==> config.mk <==
export PLATFORM = sky130hd
export DESIGN_NAME = ofdm_tx_input_buffer_param
export DESIGN_NICKNAME = d
export VERILOG_FILES = /design/src/rtl/ofdm_tx_input_buffer_param.sv
export SDC_FILE = /design/constraint.sdc
export NUM_CORES = 1
export LEC_CHECK = 0
export CAP_MARGIN = 0
export CORE_MARGIN = 1.5
export CORE_UTILIZATION = 60
export DETAILED_ROUTE_END_ITERATION = 6
export GPL_ROUTABILITY_DRIVEN = 0
export PLACE_DENSITY = 0.8
export SETUP_SLACK_MARGIN = 0.1
export SLEW_MARGIN = 0
export SYNTH_ARGS = -nofsm -noshare
export SYNTH_HDL_FRONTEND = slang
export SYNTH_SLANG_ARGS = --single-unit
==> constraint.sdc <==
create_clock -name ACLK -period 7.2 [get_ports ACLK]
set_clock_uncertainty 0.05 [all_clocks]
set_input_delay 2.16 -clock ACLK [delete_from_list [all_inputs] [get_ports ACLK]]
set_output_delay 2.16 -clock ACLK [all_outputs]
set_load 0.01 [all_outputs]
==> src/rtl/ofdm_tx_input_buffer_param.sv <==
// OFDM Tx input buffer: AXI4-Lite sample pushes into a FIFO, streamed out on
// AXI4-Stream in programmable-length frames with TLAST on the last word.
module ofdm_tx_input_buffer_param #(
  parameter int C_S_AXI_DATA_WIDTH = 32,
  parameter int C_S_AXI_ADDR_WIDTH = 4,
  parameter int C_AXIS_TDATA_WIDTH = 32,
  parameter int FIFO_DEPTH         = 16,
  parameter int DEFAULT_FRAME_LEN  = 64
) (
  input  logic                            ACLK,
  input  logic                            ARESETN,
  input  logic [C_S_AXI_ADDR_WIDTH-1:0]   s_axi_awaddr,
  input  logic                            s_axi_awvalid,
  output logic                            s_axi_awready,
  input  logic [C_S_AXI_DATA_WIDTH-1:0]   s_axi_wdata,
  input  logic [C_S_AXI_DATA_WIDTH/8-1:0] s_axi_wstrb,
  input  logic                            s_axi_wvalid,
  output logic                            s_axi_wready,
  output logic [1:0]                      s_axi_bresp,
  output logic                            s_axi_bvalid,
  input  logic                            s_axi_bready,
  input  logic [C_S_AXI_ADDR_WIDTH-1:0]   s_axi_araddr,
  input  logic                            s_axi_arvalid,
  output logic                            s_axi_arready,
  output logic [C_S_AXI_DATA_WIDTH-1:0]   s_axi_rdata,
  output logic [1:0]                      s_axi_rresp,
  output logic                            s_axi_rvalid,
  input  logic                            s_axi_rready,
  output logic [C_AXIS_TDATA_WIDTH-1:0]   m_axis_tdata,
  output logic                            m_axis_tvalid,
  input  logic                            m_axis_tready,
  output logic                            m_axis_tlast
);

  localparam int PtrW = $clog2(FIFO_DEPTH);
  localparam int LvlW = PtrW + 1;
  localparam logic [15:0]     DefaultLen = 16'(DEFAULT_FRAME_LEN);
  localparam logic [LvlW-1:0] FullLevel  = LvlW'(FIFO_DEPTH);
  localparam logic [1:0]      RespOkay   = 2'b00;
  localparam logic [1:0]      RespSlvErr = 2'b10;

  typedef enum logic [1:0] {
    RegData     = 2'd0,
    RegCtrl     = 2'd1,
    RegFrameLen = 2'd2,
    RegStatus   = 2'd3
  } regSel_e;

  logic [C_AXIS_TDATA_WIDTH-1:0] fifoMem [FIFO_DEPTH];
  logic [PtrW-1:0] wrPtr, rdPtr;
  logic [LvlW-1:0] level;
  logic            ctrlEnable, flushPending, overflow;
  logic [15:0]     frameLenReg, activeLen, frameCnt;

  regSel_e wrSel, rdSel;
  logic    wrEn, rdEn, dataWr, ctrlWr, lenWr, statusWr;
  logic    fifoFull, fifoEmpty, beatHeld, handshake;
  logic    flushExec, loadBeat, pushOk, slvErr, boundary, nextTlast;
  logic [15:0] lenWrVal, frameLenNext, activeLenNext, cntAfter;
  logic [C_S_AXI_DATA_WIDTH-1:0] rdValue;
  logic    unusedBits;

  assign wrSel    = regSel_e'(s_axi_awaddr[3:2]);
  assign rdSel    = regSel_e'(s_axi_araddr[3:2]);
  assign wrEn     = s_axi_awready && s_axi_awvalid && s_axi_wvalid;
  assign rdEn     = s_axi_arready && s_axi_arvalid;
  assign dataWr   = wrEn && (wrSel == RegData);
  assign ctrlWr   = wrEn && (wrSel == RegCtrl);
  assign lenWr    = wrEn && (wrSel == RegFrameLen);
  assign statusWr = wrEn && (wrSel == RegStatus);

  assign fifoFull  = (level == FullLevel);
  assign fifoEmpty = (level == '0);
  assign beatHeld  = m_axis_tvalid && !m_axis_tready;
  assign handshake = m_axis_tvalid && m_axis_tready;

  // A flush waits behind a stalled beat so that beat is still delivered intact.
  assign flushExec = (flushPending || (ctrlWr && s_axi_wdata[1])) && !beatHeld;
  assign loadBeat  = !beatHeld && !flushExec && ctrlEnable && !fifoEmpty;
  assign pushOk    = dataWr && !fifoFull && !flushExec;
  assign slvErr    = dataWr && fifoFull && !flushExec;

  assign lenWrVal      = (s_axi_wdata[15:0] == 16'd0) ? 16'd1 : s_axi_wdata[15:0];
  assign frameLenNext  = lenWr ? lenWrVal : frameLenReg;
  // A new length is adopted only where no beat of the current frame is in flight.
  assign boundary      = (handshake && m_axis_tlast) || (frameCnt == 16'd0 && !m_axis_tvalid);
  assign activeLenNext = boundary ? frameLenNext : activeLen;
  assign cntAfter      = handshake ? (m_axis_tlast ? 16'd0 : frameCnt + 16'd1) : frameCnt;
  assign nextTlast     = (cntAfter == activeLenNext - 16'd1);

  assign s_axi_wready = s_axi_awready;
  assign s_axi_rresp  = RespOkay;
  assign unusedBits   = &{1'b0, s_axi_wstrb, s_axi_awaddr[1:0], s_axi_araddr[1:0], s_axi_wdata};

  // NOTE: every variable gets a default before the case so no latch is inferred.
  always_comb begin
    rdValue = '0;
    case (rdSel)
      RegCtrl:     rdValue = {31'b0, ctrlEnable};
      RegFrameLen: rdValue = {16'b0, frameLenReg};
      RegStatus:   rdValue = {13'b0, overflow, fifoFull, fifoEmpty, 16'(level)};
      default:     rdValue = '0;
    endcase
  end

  // NOTE: sequential state uses non-blocking assignments so every register
  // samples its inputs from before the clock edge.
  always_ff @(posedge ACLK or negedge ARESETN) begin
    if (!ARESETN) begin
      s_axi_awready <= 1'b0;
      s_axi_bvalid  <= 1'b0;
      s_axi_bresp   <= RespOkay;
      s_axi_arready <= 1'b0;
      s_axi_rvalid  <= 1'b0;
      s_axi_rdata   <= '0;
      ctrlEnable    <= 1'b0;
      flushPending  <= 1'b0;
      overflow      <= 1'b0;
      frameLenReg   <= DefaultLen;
    end else begin
      s_axi_awready <= s_axi_awvalid && s_axi_wvalid && !s_axi_bvalid && !s_axi_awready;
      if (wrEn) begin
        s_axi_bvalid <= 1'b1;
        s_axi_bresp  <= slvErr ? RespSlvErr : RespOkay;
      end else if (s_axi_bvalid && s_axi_bready) begin
        s_axi_bvalid <= 1'b0;
      end

      s_axi_arready <= s_axi_arvalid && !s_axi_rvalid && !s_axi_arready;
      if (rdEn) begin
        s_axi_rvalid <= 1'b1;
        s_axi_rdata  <= rdValue;
      end else if (s_axi_rvalid && s_axi_rready) begin
        s_axi_rvalid <= 1'b0;
      end

      if (ctrlWr) ctrlEnable <= s_axi_wdata[0];
      frameLenReg <= frameLenNext;

      if (slvErr)        overflow <= 1'b1;
      else if (statusWr) overflow <= 1'b0;

      if (flushExec)                       flushPending <= 1'b0;
      else if (ctrlWr && s_axi_wdata[1])   flushPending <= 1'b1;
    end
  end

  // NOTE: sample storage has no reset; validity is tracked by the pointers and level.
  always_ff @(posedge ACLK) begin
    if (pushOk) fifoMem[wrPtr] <= s_axi_wdata[C_AXIS_TDATA_WIDTH-1:0];
  end

  always_ff @(posedge ACLK or negedge ARESETN) begin
    if (!ARESETN) begin
      wrPtr         <= '0;
      rdPtr         <= '0;
      level         <= '0;
      frameCnt      <= 16'd0;
      activeLen     <= DefaultLen;
      m_axis_tvalid <= 1'b0;
      m_axis_tdata  <= '0;
      m_axis_tlast  <= 1'b0;
    end else begin
      activeLen <= activeLenNext;
      if (flushExec) begin
        wrPtr    <= '0;
        rdPtr    <= '0;
        level    <= '0;
        frameCnt <= 16'd0;
      end else begin
        if (pushOk)   wrPtr <= wrPtr + 1'b1;
        if (loadBeat) rdPtr <= rdPtr + 1'b1;
        level    <= level + LvlW'(pushOk) - LvlW'(loadBeat);
        frameCnt <= cntAfter;
      end

      if (loadBeat) begin
        m_axis_tvalid <= 1'b1;
        m_axis_tdata  <= fifoMem[rdPtr];
        m_axis_tlast  <= nextTlast;
      end else if (handshake) begin
        m_axis_tvalid <= 1'b0;
      end
    end
  end

endmodule

==> results of run 1 <==
==> critical path, stage by stage <==
cell,delay [ns]
clkdlybuf4s50_1,0.78
nor4_1,0.51
nand4_1,0.16
a2bb2oi_1,0.44
mux2i_1,0.21
ha_1,0.30
o221ai_2,0.17
nor2_1,0.16
and3_1,0.19
a2111oi_0,0.38
nand4_1,0.17
a211oi_2,0.24
==> area by class of cell <==
cell class	count	area share [%]
clock inverter	25	0.7836
multi-input combinational	622	23.54
inverter	21	0.2683
timing repair buffer	145	4.706
clock buffer	86	5.643
tap	539	2.295
sequential	634	62.76
==> final timing paths <==
kind | startpoint | endpoint | slack [ns] | depth (start not counted)
max | s_axi_wdata[4] | m_axis_tlast | 1.79 | 12
min | s_axi_bvalid | s_axi_awready | 0.41 | 1
max reg2reg | frameCnt[1] | m_axis_tlast | 3.23 | 14
min reg2reg | s_axi_bvalid | s_axi_awready | 0.41 | 1
max in group asynchronous | ARESETN | m_axis_tdata[12] | 4.40 | 2
min in group asynchronous | ARESETN | frameCnt[8] | 1.53 | 1
==> layout by cell type, fill, tap and decap left out, types with 8 or more instances in the layout <==
master           count
nand4_1             11
nand3_1             11
o21ai_0             19
clkbuf_8             8
mux4_2             160
and3_1              11
a21oi_1             14
clkdlybuf4s50_1    101
and2_2               8
clkbuf_16           59
buf_4               40
mux2i_1             13
ha_1                14
nor4_1              14
mux2_2              48
clkinv_2            10
xor2_1              16
a22o_1              13
nor3_1              17
xnor2_1             21
a21o_1               9
nor2_1              56
inv_1               20
dfrtp_1            116
clkbuf_1            19
and2_1               8
nand2_1             47
conb_1              16
edfxtp_1           512
==> kinds of logic (layout without fill, tap and decap cells) <==
logic type / Yosys count / in the layout
flip-flops: 634 / 634
AND/OR/NAND/NOR: 237 / 237
multiplexers: 221 / 221
buffers and inverters: 99 / 277
AO/OA/AOI/OAI: 95 / 95
XOR/XNOR: 38 / 38
adder cells (fa/ha/maj): 15 / 15
other: 1 / 16
==> registers in the layout (all words and copies together) (netlist names), 4 cells and up <==
signal / cells
fifoMem: 512
m_axis_tdata: 32
s_axi_rdata: 19
activeLen: 16
frameCnt: 16
frameLenReg: 16
level: 5
rdPtr: 4
wrPtr: 4
==> through the flow <==
| stage | std cells | hold slack [ns] | util, % | setup WS, ns | power [uW] |
|---|---|---|---|---|---|
| finish | 2072 | 0.4075 | 69.73 | 1.793 | 10270 |
| global route | 2072 | 0.4411 | 69.73 | 1.477 | 10680 |
| CTS | 2072 | 0.4223 | 69.73 | 1.912 | 10340 |
| detailed placement | 1961 | 0.4068 | 65.25 | 1.274 | 7256 |
| global placement | 1961 | 0.4011 | 65.25 | 1.433 | 7188 |
| floorplan | 1355 | 0.4158 | - | 0.2884 | 6436 |
==> layer usage <==
metal / vias up / global-route usage, %
li1: 5661 / -
met1: 6957 / 35.88
met2: 655 / 46.04
met3: 91 / 5.423
met4: 2 / 6.847
met5: - / 0
==> report_power, final <==
group	total [uW]	switching, uW	internal [uW]
Combinational	2650	1140	1520
Clock	3050	1340	1710
Sequential	4570	377	4190
==> flow_metrics.py, run 1 <==
metrics = {
    "timing": {
        "period_needed_ns": 5.407,
        "finalHoldViolCount": 0,
        "finalSetupTns_ns": 0,
        "finalMaxSlewViolations": 0,
        "tightestPinTransition_ns": 1.136,
        "post-route-period-util_pct": 75.10,
        "finalSetupViolations": 0,
        "grt_setup_unrepaired": "false",
        "fmax_mhz": 184.9,
        "slew_headroom_pct": 24.24,
    },
    "critical_path": {
        "cp-end-kind": "flip-flop",
        "required_ns": 7.69,
        "cp_max_fo": 20,
        "arrival_ns": 5.89,
        "critical_path_class": "in -> reg",
        "start_kind": "input port",
    },
    "global_routing": {
        "grt_pass1_wl_um": 86480,
        "grtUsageTotal_pct": 26.89,
        "grt.overflow.total": 0,
        "grt_max_degree": 105,
        "grt_pass1_vias": 14020,
        "antenna_found_initial": 2,
    },
    "logic_synthesis": {
        "synth_cells": 1340,
        "synthXorXnorAreaFrac_pct": 1.349,
        "synth.area.top_cells": "edfxtp_1, mux4_2, dfrtp_1, mux2_2, nor2_1",
        "netlist_area_um2": 25690,
        "yosys-mux-area-fraction_pct": 16.64,
        "synth_area_leader_cell": "edfxtp_1",
        "yosysSeqAreaShare_pct": 71.73,
        "synth_compound_area_share_pct": 2.732,
        "yosys.area_share.adder_pct": 0.7597,
        "synth-edff-count": 512,
        "synth-seq-cells": 634,
        "yosys.area.top_type_share_pct": 59.84,
        "synth-simple-area-share_pct": 4.958,
        "synth_top_family_by_area": "multiplexers",
        "synth_cell_types": 69,
        "yosys-top-cells-count": "edfxtp_1, mux4_2, dfrtp_1, nor2_1, mux2_2",
        "async_reset_ff_share_pct": 19.24,
        "ys_warn_count": 0,
        "synth_area_per_cell_um2": 19.17,
        "synth_most_common_cell": "edfxtp_1",
        "synth_flop_cell": "edfxtp_1",
    },
    "run_status": {
        "status": "complete, no violations",
    },
    "final_layout": {
        "fin_area_um2": 29380,
        "multi_input_area_um2": 6917,
        "area_growth_pct": 14.36,
        "seqCellArea_um2": 18440,
        "nFillCells": 2483,
        "layout.nets": 1550,
        "n_antenna_cell": 0,
        "drive_gt1_share_pct": 24.85,
    },
    "clock_network": {
        "clock-sinks": 634,
        "cts_tree": "done",
        "hold_buffers": 0,
        "cts_root_buf": "clkbuf_16",
        "clockBufferDepth": 3,
        "numCtsBuffers": 59,
        "post_cts_buffers": 0,
        "htree_levels": 2,
        "post_cts_resized": 0,
        "clkLatencyLatePin_ns": 0.63,
        "cts.clk_slew.worst_paths_ns": 0.06,
    },
    "routing": {
        "drt-wirelength-per-cell_um": 27.46,
        "met1_length_um": 21640,
        "viasPerCell": 6.451,
        "met3WireLength_um": 4611,
        "postRouteWirelength_um": 56910,
        "vias": 13370,
        "wl_met2_um": 29380,
        "highest_layer": "met5",
        "remaining_drc_errors": 0,
        "antenna_left": 0,
        "firstDrtPassIters": 5,
        "drt-initial-drc-count": 1253,
    },
    "floorplanning": {
        "die_h_um": 209.9,
        "pin_count": 127,
        "coreArea_um2": 42130,
        "start_util_pct": 60.98,
        "num_rows": 75,
        "die_w_um": 209.9,
        "die-area_um2": 44070,
    },
    "power": {
        "leakagePower_uw": 0.01015,
        "ir_worst_vdd_mv": 0.3551,
        "power.density_nw_per_um2": 349.6,
    },
    "worst_hold_path": {
        "hold_class": "reg -> reg",
    },
    "flow_run": {
        "maxCapViolCount": 0,
    },
    "placed_design": {
        "dp_hpwl_um": 31700,
        "dpl_cell_area_um2": 27490,
        "portBuffers": 102,
    },
}
No activity file was read; power rests on OpenSTA's default activity.
==> run 2: changes to the inputs <==
- CORE_UTILIZATION: 60 -> 54
- PLACE_DENSITY: 0.8 -> 0.76
- clock period: 7.2 -> 4.8 ns (I/O delays scaled with it)
==> flow_metrics.py, run 2 (synthesized netlist as in run 1, its figures left out) <==
metrics = {
    "critical_path": {
        "cp_max_fo": 9,
        "reg2reg_slack_ns": 1.34,
        "crit_buf_inv": 2,
        "crit_family": "simple AND/OR/NAND/NOR gates",
        "cp_slowest_cell": "clkdlybuf4s50_1",
        "endpoint": "m_axis_tlast",
        "cp.depth": 13,
        "reg2regPathDepth": 12,
        "required_ns": 5.25,
        "reg2reg_to": "m_axis_tlast",
        "crit_path_start": "s_axi_wvalid",
        "start_kind": "input port",
        "arrival_ns": 4.60,
        "r2r-start": "m_axis_tvalid",
        "critical_path_class": "in -> reg",
        "cp-end-kind": "flip-flop",
        "crit_chain": "clkdlybuf4s50_1 > nand3_1 > nor3_1 > a2bb2oi_1 > buf_4 > mux2i_1 > ha_1 > o221ai_2 > nor4b_4 > xnor2_1 > o32ai_2 > a211oi_1 > a211oi_2",
        "cpPeakStageDelay_ns": 0.49,
    },
    "timing": {
        "finalMaxSlewViolations": 0,
        "post-route-period-util_pct": 86.57,
        "slew_headroom_pct": 23.57,
        "grt_setup_unrepaired": "false",
        "finalHoldWorstSlack_ns": 0.4176,
        "finalSetupViolations": 0,
        "tightestPinTransition_ns": 1.147,
        "fmax_mhz": 240.7,
        "finalHoldViolCount": 0,
        "period_needed_ns": 4.155,
    },
    "routing": {
        "remaining_drc_errors": 5,
        "viasPerCell": 6.170,
        "drt-wirelength-per-cell_um": 26.22,
        "drt-initial-drc-count": 1438,
        "vias": 13450,
        "firstDrtPassIters": 7,
        "postRouteWirelength_um": 57160,
        "antenna_left": 0,
    },
    "floorplanning": {
        "coreArea_um2": 46750,
        "start_util_pct": 54.95,
        "pin_count": 127,
        "die_h_um": 221.1,
        "num_rows": 79,
        "die-area_um2": 48900,
        "die_w_um": 221.1,
    },
    "final_layout": {
        "drive_gt1_share_pct": 26.95,
        "layout.nets": 1590,
        "area_growth_pct": 16.72,
        "final_common_cell": "edfxtp_1",
        "largest_reg_flops": 512,
        "top_regs": "fifoMem x512, m_axis_tdata x32, s_axi_rdata x19",
        "n_antenna_cell": 0,
        "final_cell_mix": "edfxtp_1, mux4_2, dfrtp_1",
        "regMostFlops": "fifoMem",
        "nFillCells": 3143,
    },
    "global_routing": {
        "grt.overflow.total": 0,
        "grt_pass1_vias": 14180,
        "antenna_found_initial": 0,
        "grtUsageTotal_pct": 23.99,
        "grt_max_degree": 92,
        "grt_pass1_wl_um": 87150,
    },
    "clock_network": {
        "clkLatencyLatePin_ns": 0.63,
        "cts_tree": "done",
        "post_cts_resized": 0,
        "numCtsBuffers": 59,
        "cts_root_buf": "clkbuf_16",
        "post_cts_buffers": 0,
        "hold_buffers": 0,
        "clock-sinks": 634,
        "clockBufferDepth": 3,
        "cts.clk_slew.worst_paths_ns": 0.06,
        "htree_levels": 2,
    },
    "power": {
        "leakagePower_uw": 0.01041,
        "total_power_uw": 15620,
        "ir_worst_vdd_mv": 0.3762,
        "power.density_nw_per_um2": 520.9,
    },
    "worst_hold_path": {
        "holdPathStages": 1,
        "hold_class": "reg -> reg",
    },
    "flow_run": {
        "maxCapViolCount": 0,
    },
    "placed_design": {
        "dp_hpwl_um": 33290,
        "portBuffers": 102,
    },
    "run_status": {
        "violations": "DRC",
        "status": "finished with violations",
    },
}
[run 2: worst min path at each step]
| stage | endpoint | slack [ns] | startpoint |
|---|---|---|---|
| global route | s_axi_awready | 0.45 | s_axi_bvalid |
| finish | s_axi_awready | 0.42 | s_axi_bvalid |
| global placement | s_axi_awready | 0.40 | s_axi_bvalid |
| floorplan | frameLenReg[14] | 0.42 | frameLenReg[14] |
| CTS | s_axi_awready | 0.42 | s_axi_bvalid |
| detailed placement | s_axi_arready | 0.40 | s_axi_rvalid |
[run 2: routing by layer]
metal | part of all wire [%] | global-route usage (%)
met5 | 0 | 0
met4 | 3.0 | 7.942
met3 | 7.5 | 4.687
met2 | 50 | 39.86
met1 | 39 | 32.20
[run 2: area by class of cell]
| class | count | area [um^2] | area share [%] |
|---|---|---|---|
| clock buffers | 77 | 1574 | 5.249 |
| clock inverters | 34 | 414.1 | 1.381 |
| inverters | 21 | 78.83 | 0.2629 |
| multi-input cells | 622 | 6952 | 23.18 |
| flip-flops and latches | 634 | 18440 | 61.49 |
| well taps | 607 | 759.5 | 2.533 |
| repair buffers | 185 | 1770 | 5.904 |
[run 2: report_power, final]
group	internal (uW)	total (uW)	leakage, uW	switching [uW]
logic	2310	3990	0.00331	1690
registers	6280	6840	0.00614	559
clock network	2750	4790	0.000959	2030
total	11300	15600	0.0104	4280
[run 2: per-stage QoR]
step	worst slack (ns)	util (%)	instances	cell area [um^2]	TNS (ns)
2_1_floorplan	-0.09038	-	1355	25770	-11.57
3_3_place_gp	0.1736	59.89	2069	28000	0
3_5_place_dp	0.06514	59.89	2069	28000	0
4_1_cts	0.7335	64.14	2180	29990	0
5_1_grt	0.3790	64.14	2180	29990	0
6_report	0.6448	64.14	2180	29990	0
